### src/rtl/tok_pkg.sv
// rtl/tok_pkg.sv - shared tokenizer types and character constants
//
// Purpose: state encoding for the word splitter FSM and the byte values
//          that delimit words in the tokenizer input stream.
// Ports:   none (package)

package tok_pkg;

   typedef enum logic [2:0] {
      FILL  = 3'd0,   // collecting word bytes into the buffer
      TERM  = 3'd1,   // writing the NUL terminator after the word
      START = 3'd2,   // one-cycle matcher start pulse
      WAIT  = 3'd3,   // waiting for the matcher to finish
      EMIT  = 3'd4,   // presenting the per-word result
      DROP  = 3'd5    // discarding the tail of an overlong word
   } splitter_state_t;

   localparam logic [7:0] SEP_CHAR = 8'h20;
   localparam logic [7:0] NUL_CHAR = 8'h00;

endpackage

### src/rtl/word_splitter_if.sv
// rtl/word_splitter_if.sv - byte stream, matcher and result bundle for the splitter
//
// Purpose: groups the splitter's byte input stream, matcher buffer/control
//          signals and per-word result channel.
// Ports (members):
//   in_valid/in_data/in_last/in_ready       byte stream into the splitter
//   rd_addr/rd_data/word_start_addr         matcher read path into the word buffer
//   start/match_done/match_found            matcher control and result
//   out_valid/out_ready/out_found/out_len/out_err  per-word result
// Modports: slave = the splitter, master = its environment.

interface word_splitter_if #(
   parameter int ADDR_WIDTH = 4,
   parameter int DATA_WIDTH = 8
);

   logic                  in_valid;
   logic [DATA_WIDTH-1:0] in_data;
   logic                  in_last;
   logic                  in_ready;

   logic [ADDR_WIDTH-1:0] rd_addr;
   logic [DATA_WIDTH-1:0] rd_data;
   logic [ADDR_WIDTH-1:0] word_start_addr;
   logic                  start;
   logic                  match_done;
   logic                  match_found;

   logic                  out_valid;
   logic                  out_ready;
   logic                  out_found;
   logic [ADDR_WIDTH-1:0] out_len;
   logic                  out_err;

   modport slave (
      input  in_valid, in_data, in_last,
      output in_ready,
      input  rd_addr,
      output rd_data, word_start_addr, start,
      input  match_done, match_found,
      output out_valid,
      input  out_ready,
      output out_found, out_len, out_err
   );

   modport master (
      output in_valid, in_data, in_last,
      input  in_ready,
      output rd_addr,
      input  rd_data, word_start_addr, start,
      output match_done, match_found,
      input  out_valid,
      output out_ready,
      input  out_found, out_len, out_err
   );

endinterface

### src/rtl/tok_buffer.sv
// rtl/tok_buffer.sv - word buffer RAM, one sync write port, one async read port
//
// Purpose: holds the current word (null-terminated) for the vocabulary matcher.
// Ports:
//   clk      clock
//   wr_en    write enable
//   wr_addr  write address
//   wr_data  write data
//   rd_addr  read address
//   rd_data  mem[rd_addr], combinational
// Contents are intentionally not reset.

module tok_buffer #(
   parameter int ADDR_WIDTH = 4,
   parameter int DATA_WIDTH = 8
) (
   input  logic                  clk,
   input  logic                  wr_en,
   input  logic [ADDR_WIDTH-1:0] wr_addr,
   input  logic [DATA_WIDTH-1:0] wr_data,
   input  logic [ADDR_WIDTH-1:0] rd_addr,
   output logic [DATA_WIDTH-1:0] rd_data
);

   localparam int DEPTH = 2 ** ADDR_WIDTH;

   logic [DATA_WIDTH-1:0] mem [DEPTH];

   always_ff @(posedge clk) begin
      if (wr_en) begin
         mem[wr_addr] <= wr_data;
      end
   end

   assign rd_data = mem[rd_addr];

endmodule

### src/rtl/word_splitter.sv
// rtl/word_splitter.sv - splits a byte stream into words and runs each through the matcher
//
// Purpose: buffers each word null-terminated, pulses the matcher start,
//          waits for match_done and presents one result per word.
// Ports:
//   clk   clock, all logic on rising edge
//   rst   synchronous active-high reset
//   bus   word_splitter_if.slave: byte stream in, matcher read/control,
//         result out (found, len, err)

module word_splitter
   import tok_pkg::*;
#(
   parameter int ADDR_WIDTH = 4,
   parameter int DATA_WIDTH = 8,
   parameter logic [DATA_WIDTH-1:0] SEP_CHAR = DATA_WIDTH'(tok_pkg::SEP_CHAR)
) (
   input  logic            clk,
   input  logic            rst,
   word_splitter_if.slave  bus
);

   localparam logic [ADDR_WIDTH-1:0] MAX_LEN = '1;  // DEPTH-1
   localparam logic [ADDR_WIDTH-1:0] ONE     = ADDR_WIDTH'(1);

   splitter_state_t        state;
   logic [ADDR_WIDTH-1:0]  wlen;

   logic                   accept;
   logic                   is_sep;
   logic                   wr_en;
   logic [DATA_WIDTH-1:0]  wr_data;

   assign accept = bus.in_valid & bus.in_ready;
   assign is_sep = (bus.in_data == SEP_CHAR) || (bus.in_data == DATA_WIDTH'(NUL_CHAR));

   assign bus.word_start_addr = '0;

   // Buffer writes happen only for accepted word bytes that fit, and for
   // the terminator in TERM; everywhere else the matcher sees a stable word.
   always_comb begin
      wr_en   = 1'b0;
      wr_data = bus.in_data;
      if (state == FILL && accept && !is_sep && wlen != MAX_LEN) begin
         wr_en = 1'b1;
      end else if (state == TERM) begin
         wr_en   = 1'b1;
         wr_data = '0;
      end
   end

   tok_buffer #(
      .ADDR_WIDTH (ADDR_WIDTH),
      .DATA_WIDTH (DATA_WIDTH)
   ) u_buffer (
      .clk     (clk),
      .wr_en   (wr_en),
      .wr_addr (wlen),
      .wr_data (wr_data),
      .rd_addr (bus.rd_addr),
      .rd_data (bus.rd_data)
   );

   // All outputs are registered from the next-state decision, so in_ready
   // drops on the same edge that leaves FILL/DROP.
   always_ff @(posedge clk) begin
      if (rst) begin
         state         <= FILL;
         wlen          <= '0;
         bus.in_ready  <= 1'b0;
         bus.start     <= 1'b0;
         bus.out_valid <= 1'b0;
         bus.out_found <= 1'b0;
         bus.out_len   <= '0;
         bus.out_err   <= 1'b0;
      end else begin
         bus.start <= 1'b0;
         case (state)
            FILL: begin
               bus.in_ready <= 1'b1;
               if (accept) begin
                  if (is_sep) begin
                     // Leading or repeated separators are simply dropped.
                     if (wlen != '0) begin
                        state        <= TERM;
                        bus.in_ready <= 1'b0;
                     end
                  end else if (wlen != MAX_LEN) begin
                     wlen <= wlen + ONE;
                     if (bus.in_last) begin
                        state        <= TERM;
                        bus.in_ready <= 1'b0;
                     end
                  end else if (bus.in_last) begin
                     // Overflow on the very last byte: nothing left to drop.
                     state         <= EMIT;
                     bus.in_ready  <= 1'b0;
                     bus.out_valid <= 1'b1;
                     bus.out_found <= 1'b0;
                     bus.out_len   <= MAX_LEN;
                     bus.out_err   <= 1'b1;
                  end else begin
                     state <= DROP;
                  end
               end
            end

            TERM: begin
               state     <= START;
               bus.start <= 1'b1;
            end

            START: begin
               state <= WAIT;
            end

            WAIT: begin
               if (bus.match_done) begin
                  state         <= EMIT;
                  bus.out_valid <= 1'b1;
                  bus.out_found <= bus.match_found;
                  bus.out_len   <= wlen;
                  bus.out_err   <= 1'b0;
               end
            end

            DROP: begin
               bus.in_ready <= 1'b1;
               if (accept && (is_sep || bus.in_last)) begin
                  state         <= EMIT;
                  bus.in_ready  <= 1'b0;
                  bus.out_valid <= 1'b1;
                  bus.out_found <= 1'b0;
                  bus.out_len   <= MAX_LEN;
                  bus.out_err   <= 1'b1;
               end
            end

            EMIT: begin
               if (bus.out_ready) begin
                  state         <= FILL;
                  wlen          <= '0;
                  bus.out_valid <= 1'b0;
                  bus.in_ready  <= 1'b1;
               end
            end

            default: begin
               state        <= FILL;
               wlen         <= '0;
               bus.in_ready <= 1'b0;
            end
         endcase
      end
   end

endmodule

### src/flat_wrapper.sv
// flat-port wrapper written by rule: the top's interface ports become plain ports
module word_splitter_flat import tok_pkg::*;
#(
   parameter int ADDR_WIDTH = 4,
   parameter int DATA_WIDTH = 8,
   parameter logic [DATA_WIDTH-1:0] SEP_CHAR = DATA_WIDTH'(tok_pkg::SEP_CHAR)
)
  (clk, rst, bus_in_valid, bus_in_data, bus_in_last, bus_in_ready, bus_rd_addr, bus_rd_data, bus_word_start_addr, bus_start, bus_match_done, bus_match_found, bus_out_valid, bus_out_ready, bus_out_found, bus_out_len, bus_out_err);
  word_splitter_if #(.ADDR_WIDTH(ADDR_WIDTH), .DATA_WIDTH(DATA_WIDTH)) bus_i ();
  input  logic clk;
  input  logic rst;
  input wire logic [$bits(bus_i.in_valid)-1:0] bus_in_valid;
  input wire logic [$bits(bus_i.in_data)-1:0] bus_in_data;
  input wire logic [$bits(bus_i.in_last)-1:0] bus_in_last;
  output wire logic [$bits(bus_i.in_ready)-1:0] bus_in_ready;
  input wire logic [$bits(bus_i.rd_addr)-1:0] bus_rd_addr;
  output wire logic [$bits(bus_i.rd_data)-1:0] bus_rd_data;
  output wire logic [$bits(bus_i.word_start_addr)-1:0] bus_word_start_addr;
  output wire logic [$bits(bus_i.start)-1:0] bus_start;
  input wire logic [$bits(bus_i.match_done)-1:0] bus_match_done;
  input wire logic [$bits(bus_i.match_found)-1:0] bus_match_found;
  output wire logic [$bits(bus_i.out_valid)-1:0] bus_out_valid;
  input wire logic [$bits(bus_i.out_ready)-1:0] bus_out_ready;
  output wire logic [$bits(bus_i.out_found)-1:0] bus_out_found;
  output wire logic [$bits(bus_i.out_len)-1:0] bus_out_len;
  output wire logic [$bits(bus_i.out_err)-1:0] bus_out_err;
  assign bus_i.in_valid = bus_in_valid;
  assign bus_i.in_data = bus_in_data;
  assign bus_i.in_last = bus_in_last;
  assign bus_in_ready = bus_i.in_ready;
  assign bus_i.rd_addr = bus_rd_addr;
  assign bus_rd_data = bus_i.rd_data;
  assign bus_word_start_addr = bus_i.word_start_addr;
  assign bus_start = bus_i.start;
  assign bus_i.match_done = bus_match_done;
  assign bus_i.match_found = bus_match_found;
  assign bus_out_valid = bus_i.out_valid;
  assign bus_i.out_ready = bus_out_ready;
  assign bus_out_found = bus_i.out_found;
  assign bus_out_len = bus_i.out_len;
  assign bus_out_err = bus_i.out_err;
  word_splitter #(.ADDR_WIDTH(ADDR_WIDTH), .DATA_WIDTH(DATA_WIDTH), .SEP_CHAR(SEP_CHAR)) u_core (.clk(clk), .rst(rst), .bus(bus_i));
endmodule
### config.mk
export PLATFORM = sky130hd
export DESIGN_NAME = word_splitter_flat
export DESIGN_NICKNAME = d
export VERILOG_FILES = /design/src/rtl/tok_pkg.sv /design/src/rtl/word_splitter_if.sv /design/src/rtl/tok_buffer.sv /design/src/rtl/word_splitter.sv /design/src/flat_wrapper.sv
export SDC_FILE = /design/constraint.sdc
export NUM_CORES = 1
export LEC_CHECK = 0
export CAP_MARGIN = 20
export CORE_MARGIN = 10
export CORE_UTILIZATION = 50
export CTS_BUF_LIST = sky130_fd_sc_hd__clkbuf_16
export DETAILED_ROUTE_END_ITERATION = 12
export HOLD_SLACK_MARGIN = 0.08
export PLACE_DENSITY = 0.76
export RECOVER_POWER = 50
export SLEW_MARGIN = 20
export SYNTH_ARGS = -nofsm -noshare
export SYNTH_HDL_FRONTEND = slang
export SYNTH_SLANG_ARGS = --single-unit
### constraint.sdc
create_clock -name clk -period 3.3 [get_ports clk]
set_input_delay 0.825 -clock clk [delete_from_list [all_inputs] [get_ports clk]]
set_output_delay 0.825 -clock clk [all_outputs]
set_load 0.1 [all_outputs]
==> flow_metrics.py <==
metrics = {
    "global_routing": {
        "total_global_routing_overflow": 0,
        "antenna_found_initial": 0,
        "globalRouteTotalUtil": 0.1749,
        "grt_start_max_net_pins": 21,
        "number_of_global_route_vias_before_repair": 3528,
        "first_pass_grt_wire_length_um": 21590,
    },
    "cts": {
        "tritoncts_num_sinks": 144,
        "clock_tree.root_cell": "sky130_fd_sc_hd__clkbuf_16",
        "cts_tree": "done",
        "clockBufferDepth": 2,
        "h-tree-depth": 4,
        "cts-hold-fix-buffers": 0,
        "cts_inserted_buffers": 17,
        "clock_input_transition_at_the_sequential_cells_of_the_worst_setup_and_hold_paths_ns": 0.06,
        "worst_skew_pair.late_latency_ns": 0.42,
    },
    "detailed_routing": {
        "route.detailed.drc": 0,
        "drtPass1Iterations": 5,
        "vias": 3388,
        "average_vias_per_placed_instance": 6.094,
        "wl_um": 13620,
        "wl_per_cell_um": 24.49,
        "detail-route-antenna-nets": 0,
        "first_iter_violations": 318,
    },
    "logic_synthesis": {
        "post_synth_instance_area_um2": 6118,
        "synth-compound-area-share": 0.04847,
        "synthArstFlopShare": 0,
        "synth_top_area_cell": "sky130_fd_sc_hd__edfxtp_1",
        "synth.distinct_cells": 49,
        "largest_cells_by_area_after_synthesis": "sky130_fd_sc_hd__edfxtp_1, sky130_fd_sc_hd__mux4_2, sky130_fd_sc_hd__mux4_1",
        "yosysWarningCount": 0,
        "post_synth.cell_area_avg_um2": 17.94,
        "synthesized_instance_count": 341,
        "ys_ff_latch": 144,
        "yosys.area_share.xor_xnor": 0.001431,
        "synthesized_area_fraction_occupied_by_adder_cells": 0.008180,
        "synth_top_family_by_area": "multiplexers",
        "synth-simple-area-share": 0.07526,
        "share_of_the_synthesized_area_in_the_top_cell_type": 0.6282,
        "ys_seq_area_frac": 0.6806,
        "synth_enable_flop_cells": 128,
        "synth.mux.area_fraction": 0.1558,
        "ys_dominant_reg_cell": "sky130_fd_sc_hd__edfxtp_1",
    },
    "worst_setup_path": {
        "nature_of_the_critical_path_startpoint": "input port",
        "r2r_cells": 7,
        "timing.rr.end": "u_core.u_buffer.mem[13][3]$_DFFE_PP_",
        "critPathCapture": "bus_rd_data[0]",
        "path_depth": 5,
        "worstPathArrival_ns": 2.45,
        "biggest_cell_delay_along_the_critical_path_ns": 0.62,
        "setup.worst_path.class": "in2out",
        "worst_path_dominant_cell_family": "multiplexers",
        "r2r_setup_slack_ns": 0.45,
        "critPathSlowestCell": "sky130_fd_sc_hd__mux4_1",
        "critical_path_peak_fanout": 6,
        "crit_path_top_cell_by_count": "sky130_fd_sc_hd__buf_12",
        "crit-reg2reg-launch": "u_core.wlen[0]$_SDFFE_PP0P_",
        "critPathRequiredTime_ns": 2.47,
        "kind_of_end_point_of_the_critical_path": "primary output",
        "cp-startpoint": "bus_rd_addr[0]",
        "worstPathCellList": "buf_6 -> buf_12 -> mux4_1 -> mux4_2 -> buf_12",
        "critPathBufInv": 3,
    },
    "placement": {
        "routabilityCongestion": 0.8850,
        "dp_hpwl_um": 8353,
        "port-buffer-count": 35,
    },
    "timing": {
        "report.final.slew_viol_count": 0,
        "number_of_hold_violations_in_the_final_report": 0,
        "layout_worst_path_cycle_share": 0.9929,
        "slew_headroom": 0.2110,
        "setup_violations": 0,
        "layout_min_cycle_time_ns": 3.277,
        "rsz0062_at_grt": "false",
        "worst_slew_pin_slew_ns": 1.189,
        "fmax_ghz": 0.3052,
        "totalNegativeSetupSlack_ns": 0,
        "fin_skew_ns": 0.01049,
    },
    "power_and_ir_drop": {
        "power_dens_cells_nw_per_um2": 723.3,
        "vdd_ir_drop_max_uv": 809.6,
        "leak_pwr_nw": 2.468,
    },
    "layout": {
        "final-seq-area_um2": 4164,
        "antenna_diode_instance_count": 0,
        "syn_to_final_growth_pct": 19.67,
        "finish.net_count": 420,
        "filler_cell_count": 854,
        "layout_common_cells": "sky130_fd_sc_hd__edfxtp_1, sky130_fd_sc_hd__mux4_2, sky130_fd_sc_hd__nor2_1",
        "area_occupied_by_multi_input_gates_um2": 1779,
        "layout.cells.most_common": "sky130_fd_sc_hd__edfxtp_1",
        "drive_above_1_share": 0.2396,
        "finish.utilization": 0.6096,
    },
    "floorplan": {
        "die_area_um2": 17060,
        "fp-row-count": 40,
        "top_level_ports": 40,
        "start_util": 0.5094,
        "core_um2": 12010,
        "die_width_um": 130.6,
        "die_y_um": 130.6,
    },
    "status": {
        "status": "complete, no violations",
    },
    "min_path": {
        "hold_class": "reg2reg",
    },
    "flow_run": {
        "max_cap_violation_count": 0,
    },
}
metal layers:
layer	GRT usage	wire [um]
met4	0.05428	237
met2	0.2896	6785
met3	0.05157	966
met5	0	0
met1	0.2175	5625
worst reg2reg max path, cell delays in order, from the launching register on:
cell                      delay [ns]
sky130_fd_sc_hd__dfxtp_1        0.39
sky130_fd_sc_hd__ha_1           0.30
sky130_fd_sc_hd__nand3_1        0.18
sky130_fd_sc_hd__nand2_2        0.16
sky130_fd_sc_hd__o31ai_2        0.38
sky130_fd_sc_hd__nand2_1        0.15
sky130_fd_sc_hd__buf_4          0.17
sky130_fd_sc_hd__nor2_1         0.73
where the power goes:
part	internal [mW]	leakage [nW]	switching (mW)
registers	2.21	1.29	0.0802
clock network	1.01	0.262	0.692
logic	0.362	0.915	0.945
total	3.58	2.47	1.72
worst min path at each step:
| stage | from | endpoint | slack [ns] | cells after the start |
|---|---|---|---|---|
| final | u_core.bus.out_valid$_SDFFE_PP0P_ | u_core.bus.out_valid$_SDFFE_PP0P_ | 0.48 | 2 |
| after global routing | u_core.bus.out_valid$_SDFFE_PP0P_ | u_core.bus.out_valid$_SDFFE_PP0P_ | 0.53 | 2 |
| after CTS | u_core.bus.out_valid$_SDFFE_PP0P_ | u_core.bus.out_valid$_SDFFE_PP0P_ | 0.48 | 2 |
| after detailed placement | u_core.bus.out_valid$_SDFFE_PP0P_ | u_core.bus.out_valid$_SDFFE_PP0P_ | 0.47 | 2 |
| after global placement | u_core.bus.out_valid$_SDFFE_PP0P_ | u_core.bus.out_valid$_SDFFE_PP0P_ | 0.47 | 2 |
| after floorplan | u_core.wlen[1]$_SDFFE_PP0P_ | u_core.bus.out_len[1]$_SDFFE_PP0P_ | 0.59 | 2 |
cell usage after synthesis (2+ instances only):
library cell and instances:
sky130_fd_sc_hd__nor2_1 19, sky130_fd_sc_hd__nor3_1 14, sky130_fd_sc_hd__or3_1 2, sky130_fd_sc_hd__buf_2 6, sky130_fd_sc_hd__o21ai_0 6, sky130_fd_sc_hd__a21oi_1 11
sky130_fd_sc_hd__dfxtp_1 16, sky130_fd_sc_hd__nor2b_1 2, sky130_fd_sc_hd__edfxtp_1 128, sky130_fd_sc_hd__o21a_1 2, sky130_fd_sc_hd__nand3b_1 3, sky130_fd_sc_hd__o31ai_2 2
sky130_fd_sc_hd__a211o_1 2, sky130_fd_sc_hd__buf_4 7, sky130_fd_sc_hd__and2_1 11, sky130_fd_sc_hd__nand4_1 2, sky130_fd_sc_hd__clkbuf_1 7, sky130_fd_sc_hd__nand2_1 11
sky130_fd_sc_hd__mux4_2 26, sky130_fd_sc_hd__inv_1 4, sky130_fd_sc_hd__o31ai_1 3, sky130_fd_sc_hd__nor4_1 6, sky130_fd_sc_hd__nand3_1 4, sky130_fd_sc_hd__nand2b_1 3
sky130_fd_sc_hd__mux4_1 14, sky130_fd_sc_hd__ha_1 4, sky130_fd_sc_hd__o211a_1 3, sky130_fd_sc_hd__buf_6 2
cell type report:
| cell class | count | area share |
|---|---|---|
| flip-flops and latches | 144 | 0.5687 |
| multi-input cells | 172 | 0.2430 |
| repair buffers | 58 | 0.08903 |
| clock buffers | 17 | 0.05810 |
| well taps | 147 | 0.02512 |
| clock inverters | 14 | 0.01401 |
| inverters | 4 | 0.002051 |
registers in the layout (all words and copies together), names as in the netlist:
| signal | flops |
|---|---|
| u_core.u_buffer.mem | 128 |
| u_core.bus.out_len | 4 |
| u_core.wlen | 4 |
| u_core.state | 3 |
| u_core.bus.in_ready | 1 |
| u_core.bus.out_err | 1 |
| u_core.bus.out_found | 1 |
| u_core.bus.out_valid | 1 |
| u_core.bus.start | 1 |
metrics by stage:
stage	power (mW)	instance area, um^2	hold WS, ns	setup WS [ns]	instances
6_report	5.296	7322	0.4772	0.02335	556
5_1_grt	5.503	7322	0.5253	0.003771	556
4_1_cts	5.363	7368	0.4820	0.02943	556
3_5_place_dp	3.654	6753	0.4700	-0.1913	522
3_3_place_gp	3.616	6738	0.4677	-0.1990	522
2_1_floorplan	3.280	6130	0.5903	0.1260	344
what timing repair did:
action,in CTS,in global routing
cloned,3,0
resized for setup,11,2
setup buffers,0,0
setup endpoints to repair,8,2
cell families after synthesis:
| logic type | count (synthesis) |
|---|---|
| DFF | 144 |
| and+or+nand+nor | 84 |
| muxes | 40 |
| AOI/OAI and AO/OA | 39 |
| buffers and inverters | 28 |
| adders and majority gates | 4 |
| other | 1 |
| xor gates and xnor gates | 1 |
No activity file was read; power rests on OpenSTA's default activity.
